--- src/rtl/mem_interface_if.sv ---
// Bus bundle between the datapath/RAM side (master) and mem_interface (slave).
// state_dbg mirrors the controller FSM state for observation.
interface mem_interface_if;
  logic [31:0] BusMuxOut;
  logic        MARin;
  logic        MDRin;
  logic        rd_req;
  logic        wr_req;
  logic [31:0] Mdatain;
  logic [8:0]  address;
  logic [31:0] ram_wdata;
  logic        ram_read;
  logic        ram_write;
  logic [31:0] MDRout_data;
  logic        busy;
  logic        done;
  logic        verify_err;
  logic [1:0]  state_dbg;

  modport master (
    output BusMuxOut, MARin, MDRin, rd_req, wr_req, Mdatain,
    input  address, ram_wdata, ram_read, ram_write, MDRout_data,
    input  busy, done, verify_err, state_dbg
  );

  modport slave (
    input  BusMuxOut, MARin, MDRin, rd_req, wr_req, Mdatain,
    output address, ram_wdata, ram_read, ram_write, MDRout_data,
    output busy, done, verify_err, state_dbg
  );
endinterface

--- src/rtl/mem_interface.sv ---
// MAR/MDR memory interface with counted read/write strobes and a done pulse.
// Define MEM_IF_WRITE_VERIFY_EN to add read-back verification after each write.
module mem_interface #(
  parameter int RD_WAIT = 1,
  parameter int WR_WAIT = 1
) (
  input logic            clock,
  input logic            clear,
  mem_interface_if.slave bus
);

  localparam logic [1:0] S_IDLE = 2'd0;
  localparam logic [1:0] S_RD   = 2'd1;
  localparam logic [1:0] S_WR   = 2'd2;
  localparam logic [1:0] S_VFY  = 2'd3;

  localparam logic [3:0] RD_LOAD = 4'(RD_WAIT - 1);
  localparam logic [3:0] WR_LOAD = 4'(WR_WAIT - 1);

  logic [1:0]  state_q, state_d;
  logic [3:0]  cnt_q, cnt_d;
  logic [8:0]  mar_q, mar_d;
  logic [31:0] mdr_q, mdr_d;
  logic        done_q, done_d;
`ifdef MEM_IF_WRITE_VERIFY_EN
  logic        verr_q, verr_d;
`endif

  always_comb begin
    state_d = state_q;
    cnt_d   = cnt_q;
    mar_d   = mar_q;
    mdr_d   = mdr_q;
    done_d  = 1'b0;
`ifdef MEM_IF_WRITE_VERIFY_EN
    verr_d  = verr_q;
`endif
    case (state_q)
      S_IDLE: begin
        // Register loads land on the same edge as a request, so the
        // transaction sees the freshly loaded MAR/MDR.
        if (bus.MARin) mar_d = bus.BusMuxOut[8:0];
        if (bus.MDRin) mdr_d = bus.BusMuxOut;
        if (bus.wr_req) begin
          state_d = S_WR;
          cnt_d   = WR_LOAD;
        end else if (bus.rd_req) begin
          state_d = S_RD;
          cnt_d   = RD_LOAD;
        end
      end
      S_RD: begin
        if (cnt_q == 4'd0) begin
          mdr_d   = bus.Mdatain;
          state_d = S_IDLE;
          done_d  = 1'b1;
        end else begin
          cnt_d = cnt_q - 4'd1;
        end
      end
      S_WR: begin
        if (cnt_q == 4'd0) begin
`ifdef MEM_IF_WRITE_VERIFY_EN
          state_d = S_VFY;
          cnt_d   = RD_LOAD;
`else
          state_d = S_IDLE;
          done_d  = 1'b1;
`endif
        end else begin
          cnt_d = cnt_q - 4'd1;
        end
      end
`ifdef MEM_IF_WRITE_VERIFY_EN
      S_VFY: begin
        if (cnt_q == 4'd0) begin
          if (bus.Mdatain != mdr_q) verr_d = 1'b1;
          state_d = S_IDLE;
          done_d  = 1'b1;
        end else begin
          cnt_d = cnt_q - 4'd1;
        end
      end
`endif
      default: state_d = S_IDLE;
    endcase
  end

  always_ff @(posedge clock or posedge clear) begin
    if (clear) begin
      state_q <= S_IDLE;
      cnt_q   <= 4'd0;
      mar_q   <= 9'd0;
      mdr_q   <= 32'd0;
      done_q  <= 1'b0;
    end else begin
      state_q <= state_d;
      cnt_q   <= cnt_d;
      mar_q   <= mar_d;
      mdr_q   <= mdr_d;
      done_q  <= done_d;
    end
  end

`ifdef MEM_IF_WRITE_VERIFY_EN
  always_ff @(posedge clock or posedge clear) begin
    if (clear) verr_q <= 1'b0;
    else       verr_q <= verr_d;
  end
  assign bus.verify_err = verr_q;
`else
  assign bus.verify_err = 1'b0;
`endif

  // Strobes decode straight from the state flop so reset clears them at once.
  assign bus.address     = mar_q;
  assign bus.ram_wdata   = mdr_q;
  assign bus.MDRout_data = mdr_q;
  assign bus.ram_read    = (state_q == S_RD) || (state_q == S_VFY);
  assign bus.ram_write   = (state_q == S_WR);
  assign bus.busy        = (state_q != S_IDLE);
  assign bus.done        = done_q;
  assign bus.state_dbg   = state_q;

endmodule

--- src/flat_wrapper.sv ---
// flat-port wrapper written by rule: the top's interface ports become plain ports
module mem_interface_flat 
#(
  parameter int RD_WAIT = 1,
  parameter int WR_WAIT = 1
)
  (clock, clear, bus_BusMuxOut, bus_MARin, bus_MDRin, bus_rd_req, bus_wr_req, bus_Mdatain, bus_address, bus_ram_wdata, bus_ram_read, bus_ram_write, bus_MDRout_data, bus_busy, bus_done, bus_verify_err, bus_state_dbg);
  mem_interface_if bus_i ();
  input logic clock;
  input logic clear;
  input wire logic [$bits(bus_i.BusMuxOut)-1:0] bus_BusMuxOut;
  input wire logic [$bits(bus_i.MARin)-1:0] bus_MARin;
  input wire logic [$bits(bus_i.MDRin)-1:0] bus_MDRin;
  input wire logic [$bits(bus_i.rd_req)-1:0] bus_rd_req;
  input wire logic [$bits(bus_i.wr_req)-1:0] bus_wr_req;
  input wire logic [$bits(bus_i.Mdatain)-1:0] bus_Mdatain;
  output wire logic [$bits(bus_i.address)-1:0] bus_address;
  output wire logic [$bits(bus_i.ram_wdata)-1:0] bus_ram_wdata;
  output wire logic [$bits(bus_i.ram_read)-1:0] bus_ram_read;
  output wire logic [$bits(bus_i.ram_write)-1:0] bus_ram_write;
  output wire logic [$bits(bus_i.MDRout_data)-1:0] bus_MDRout_data;
  output wire logic [$bits(bus_i.busy)-1:0] bus_busy;
  output wire logic [$bits(bus_i.done)-1:0] bus_done;
  output wire logic [$bits(bus_i.verify_err)-1:0] bus_verify_err;
  output wire logic [$bits(bus_i.state_dbg)-1:0] bus_state_dbg;
  assign bus_i.BusMuxOut = bus_BusMuxOut;
  assign bus_i.MARin = bus_MARin;
  assign bus_i.MDRin = bus_MDRin;
  assign bus_i.rd_req = bus_rd_req;
  assign bus_i.wr_req = bus_wr_req;
  assign bus_i.Mdatain = bus_Mdatain;
  assign bus_address = bus_i.address;
  assign bus_ram_wdata = bus_i.ram_wdata;
  assign bus_ram_read = bus_i.ram_read;
  assign bus_ram_write = bus_i.ram_write;
  assign bus_MDRout_data = bus_i.MDRout_data;
  assign bus_busy = bus_i.busy;
  assign bus_done = bus_i.done;
  assign bus_verify_err = bus_i.verify_err;
  assign bus_state_dbg = bus_i.state_dbg;
  mem_interface #(.RD_WAIT(RD_WAIT), .WR_WAIT(WR_WAIT)) u_core (.clock(clock), .clear(clear), .bus(bus_i));
endmodule
--- config.mk ---
export PLATFORM = sky130hd
export DESIGN_NAME = mem_interface_flat
export DESIGN_NICKNAME = d
export VERILOG_FILES = /design/src/rtl/mem_interface_if.sv /design/src/rtl/mem_interface.sv /design/src/flat_wrapper.sv
export SDC_FILE = /design/constraint.sdc
export NUM_CORES = 1
export LEC_CHECK = 0
export CORE_MARGIN = 5
export CORE_UTILIZATION = 30
export CTS_CLUSTER_SIZE = 30
export DETAILED_ROUTE_END_ITERATION = 8
export GPL_TIMING_DRIVEN = 0
export PLACE_DENSITY = 0.67
export SYNTH_ARGS = -nofsm -noshare
export SYNTH_HDL_FRONTEND = slang
export SYNTH_SLANG_ARGS = --single-unit
export TNS_END_PERCENT = 5
--- constraint.sdc ---
create_clock -name clock -period 2.1 [get_ports clock]
set_clock_uncertainty 0.05 [all_clocks]
set_input_delay 0.63 -clock clock [delete_from_list [all_inputs] [get_ports clock]]
set_output_delay 0.63 -clock clock [all_outputs]
set_load 0.1 [all_outputs]
==> flow_metrics.env <==
export IMPL_ys_warn_count=0
export IMPL_grt_util_met1=0.148
export IMPL_clk_latency_ns=0.30
export IMPL_post_drt_wl_per_cell_um=15.3
export IMPL_grt_met3_usage=0.0416
export IMPL_cts_buffer_depth=2
export IMPL_critPathMaxFanout=4
export IMPL_drt_iter0_drc=23
export IMPL_start_kind="flop"
export IMPL_met2_usage=0.237
export IMPL_muxShareOfSynthArea=0.323
export IMPL_status="finished with violations"
export IMPL_clock_sinks=48
export IMPL_path_class="flop to output pin"
export IMPL_cp_cell_sequence="ha_4, clkbuf_16, or2_4, buf_12"
export IMPL_critical_path_buf_inv_count=2
export IMPL_end_kind="output pin"
export IMPL_cts_tree="yes"
export IMPL_slowest_stage="dfrtp_4"
export IMPL_cts_root_buf="clkbuf_8"
export IMPL_slew_viol_final=0
export IMPL_path_depth=4
export IMPL_rr_endpoint="u_core.bus.MDRout_data[28]"
export IMPL_final_cell_count_no_fill=467
export IMPL_synth_compound_area_share=0.0283
export IMPL_crit_end="bus_ram_read"
export IMPL_core_mm2=0.00859
export IMPL_via_per_inst=4.45
export IMPL_dp_slack_ns=-0.988
export IMPL_grt_util_all_layers=0.130
export IMPL_syn_cell_area_mm2=0.00261
export IMPL_yosys_register_bits=48
export IMPL_slew_headroom=0.612
export IMPL_fmaxAchievable_mhz=445
export IMPL_setup_ws_ns=-0.145
export IMPL_area_growth_pct=70.5
export IMPL_synthAdderAreaFrac=0.0240
export IMPL_port_buffers=148
export IMPL_syn_inst=200
export IMPL_required_ns=1.42
export IMPL_antenna_cells=0
export IMPL_synth_fp_nets=275
export IMPL_grt_ovfl_total=0
export IMPL_rr_worst_depth=5
export IMPL_ant_nets=0
export IMPL_antenna_found_initial=0
export IMPL_yosys_area_share_simple=0.0350
export IMPL_initial_core_util=0.303
export IMPL_hold_viol=0
export IMPL_die_w_um=103
export IMPL_r2r_start="u_core.bus.state_dbg[1]"
export IMPL_clkTransAtPathRegs_ns=0.09
export IMPL_rows=34
export IMPL_synth_top_family_by_area="multiplexers"
export IMPL_dr_pass1_iters=3
export IMPL_synth_cell_types=32
export IMPL_post_route_period_util=1.07
export IMPL_syn_avg_cell_area_um2=13.0
export IMPL_grt_pass1_wl_mm=10.8
export IMPL_path_delay_family="flip-flops"
export IMPL_critPathMaxStageDelay_ns=0.52
export IMPL_vias=2078
export IMPL_drive_gt1_frac=0.602
export IMPL_final_common_cell="mux2_2"
export IMPL_synth_xor_xnor_area_share=0.00336
export IMPL_pin_count=150
export IMPL_final_cell_mix="mux2_2, clkdlybuf4s50_1, buf_4, dfrtp_1, clkdlybuf4s15_2"
export IMPL_dp_cells=457
export IMPL_cts_made_buffers=5
export IMPL_htree_levels=2
export IMPL_synth_seq_area_share=0.461
export IMPL_gp_congestion=0.764
export IMPL_route_detailed_drc=0
export IMPL_hold_buffers=0
export IMPL_worst_pin_slew_ns=0.581
export IMPL_min_path_type="flop to flop"
export IMPL_setup_violations=4
export IMPL_grt_pass1_vias=2199
export IMPL_die_h_um=103
export IMPL_period_minus_slack_ns=2.24
export IMPL_post_route_util=0.517
export IMPL_busiest_layer="met2"
export IMPL_die_area_mm2=0.0107
export IMPL_cap_violations=0
export IMPL_grt_max_degree=31
export IMPL_violations="setup timing"
export IMPL_wl_mm=7.13
export IMPL_rsz0062_at_grt="true"
export IMPL_rrSetupSlack_ns=-0.01
export IMPL_dp_hpwl_mm=5.62
export IMPL_nets=433
export IMPL_crit_start="u_core.bus.state_dbg[0]"
export IMPL_critical_path_arrival_ns=1.56
-- synth_stat cells (all sizes together) --
cell type | number | share of area
or2 | 1 | 0.0024
nor2 | 1 | 0.0014
nand4b | 1 | 0.0034
mux2i | 2 | 0.0077
nor4bb | 1 | 0.0038
or3b | 2 | 0.0077
o21ai | 2 | 0.0038
o22ai | 1 | 0.0024
nand2 | 2 | 0.0029
inv | 6 | 0.0086
o31ai | 1 | 0.0029
conb | 1 | 0.0014
nor3 | 2 | 0.0038
buf | 37 | 0.11
dfrtp | 48 | 0.46
a32o | 1 | 0.0038
nor3b | 1 | 0.0029
o2bb2ai | 1 | 0.0034
nor2b | 1 | 0.0024
a22oi | 1 | 0.0029
a21o | 1 | 0.0029
mux2 | 73 | 0.32
nand2b | 1 | 0.0024
nand3 | 1 | 0.0019
clkbuf | 4 | 0.0058
xnor2 | 1 | 0.0034
ha | 5 | 0.024
a21oi | 1 | 0.0062
-- per-stage QoR --
step / TNS [ns] / area (um^2) / hold WS (ns)
2_1_floorplan: -1.78 / 2640 / 0.433
5_1_grt: -1.79 / 4450 / 0.480
4_1_cts: -1.15 / 4430 / 0.465
3_5_place_dp: -15.50 / 4270 / 0.442
3_3_place_gp: -53.64 / 4250 / 0.437
6_report: -0.247 / 4450 / 0.460
-- flip-flops by register name, indices dropped and copies added (netlist names) --
| name | cells |
|---|---|
| u_core.bus.MDRout_data | 32 |
| u_core.bus.address | 9 |
| u_core.bus.done | 1 |
| u_core.bus.state_dbg | 2 |
| u_core.cnt_q | 4 |
-- kinds of logic after synthesis --
| logic type | count (synthesis) |
|---|---|
| mux | 75 |
| simple gates | 14 |
| flops | 48 |
| buf+inv | 47 |
| other cells | 1 |
| xor+xnor | 1 |
| fa+ha+maj | 5 |
| compound gates | 9 |
-- layer usage --
layer  share of wire  wire, um
met5               0         0
met4          0.0018        13
met3           0.082       583
met2            0.53      3770
met1            0.39      2760
-- layout make-up --
type | count | area [um^2]
inverter | 6 | 28.8
fill | 801 | 4150
timing repair buffer | 153 | 1540
clock inverter | 2 | 10.0
clock buffer | 6 | 82.6
sequential | 48 | 1210
buffer | 39 | 319
multi-input combinational | 105 | 1120
tap | 108 | 135
-- worst min path at each step --
stage / from / endpoint / depth (start not counted)
final: u_core.bus.address[8] / u_core.bus.address[8] / 1
after global routing: u_core.bus.address[4] / u_core.bus.address[4] / 1
after CTS: u_core.bus.address[8] / u_core.bus.address[8] / 1
after detailed placement: u_core.bus.address[8] / u_core.bus.address[8] / 1
after global placement: u_core.bus.address[0] / u_core.bus.address[0] / 1
after floorplan: u_core.cnt_q[2] / u_core.bus.done / 1
-- repair_timing --
| item | in CTS | in global routing |
|---|---|---|
| resized for setup | 232 | 10 |
| setup endpoints to repair | 109 | 33 |
| endpoints found under the hold margin | 0 | 0 |
| buffers inserted | 3 | 1 |
| pin swaps | 2 | 3 |
Power is not shown: default switching activity piles up to over one toggle a cycle in this logic, so the estimate is an artifact.
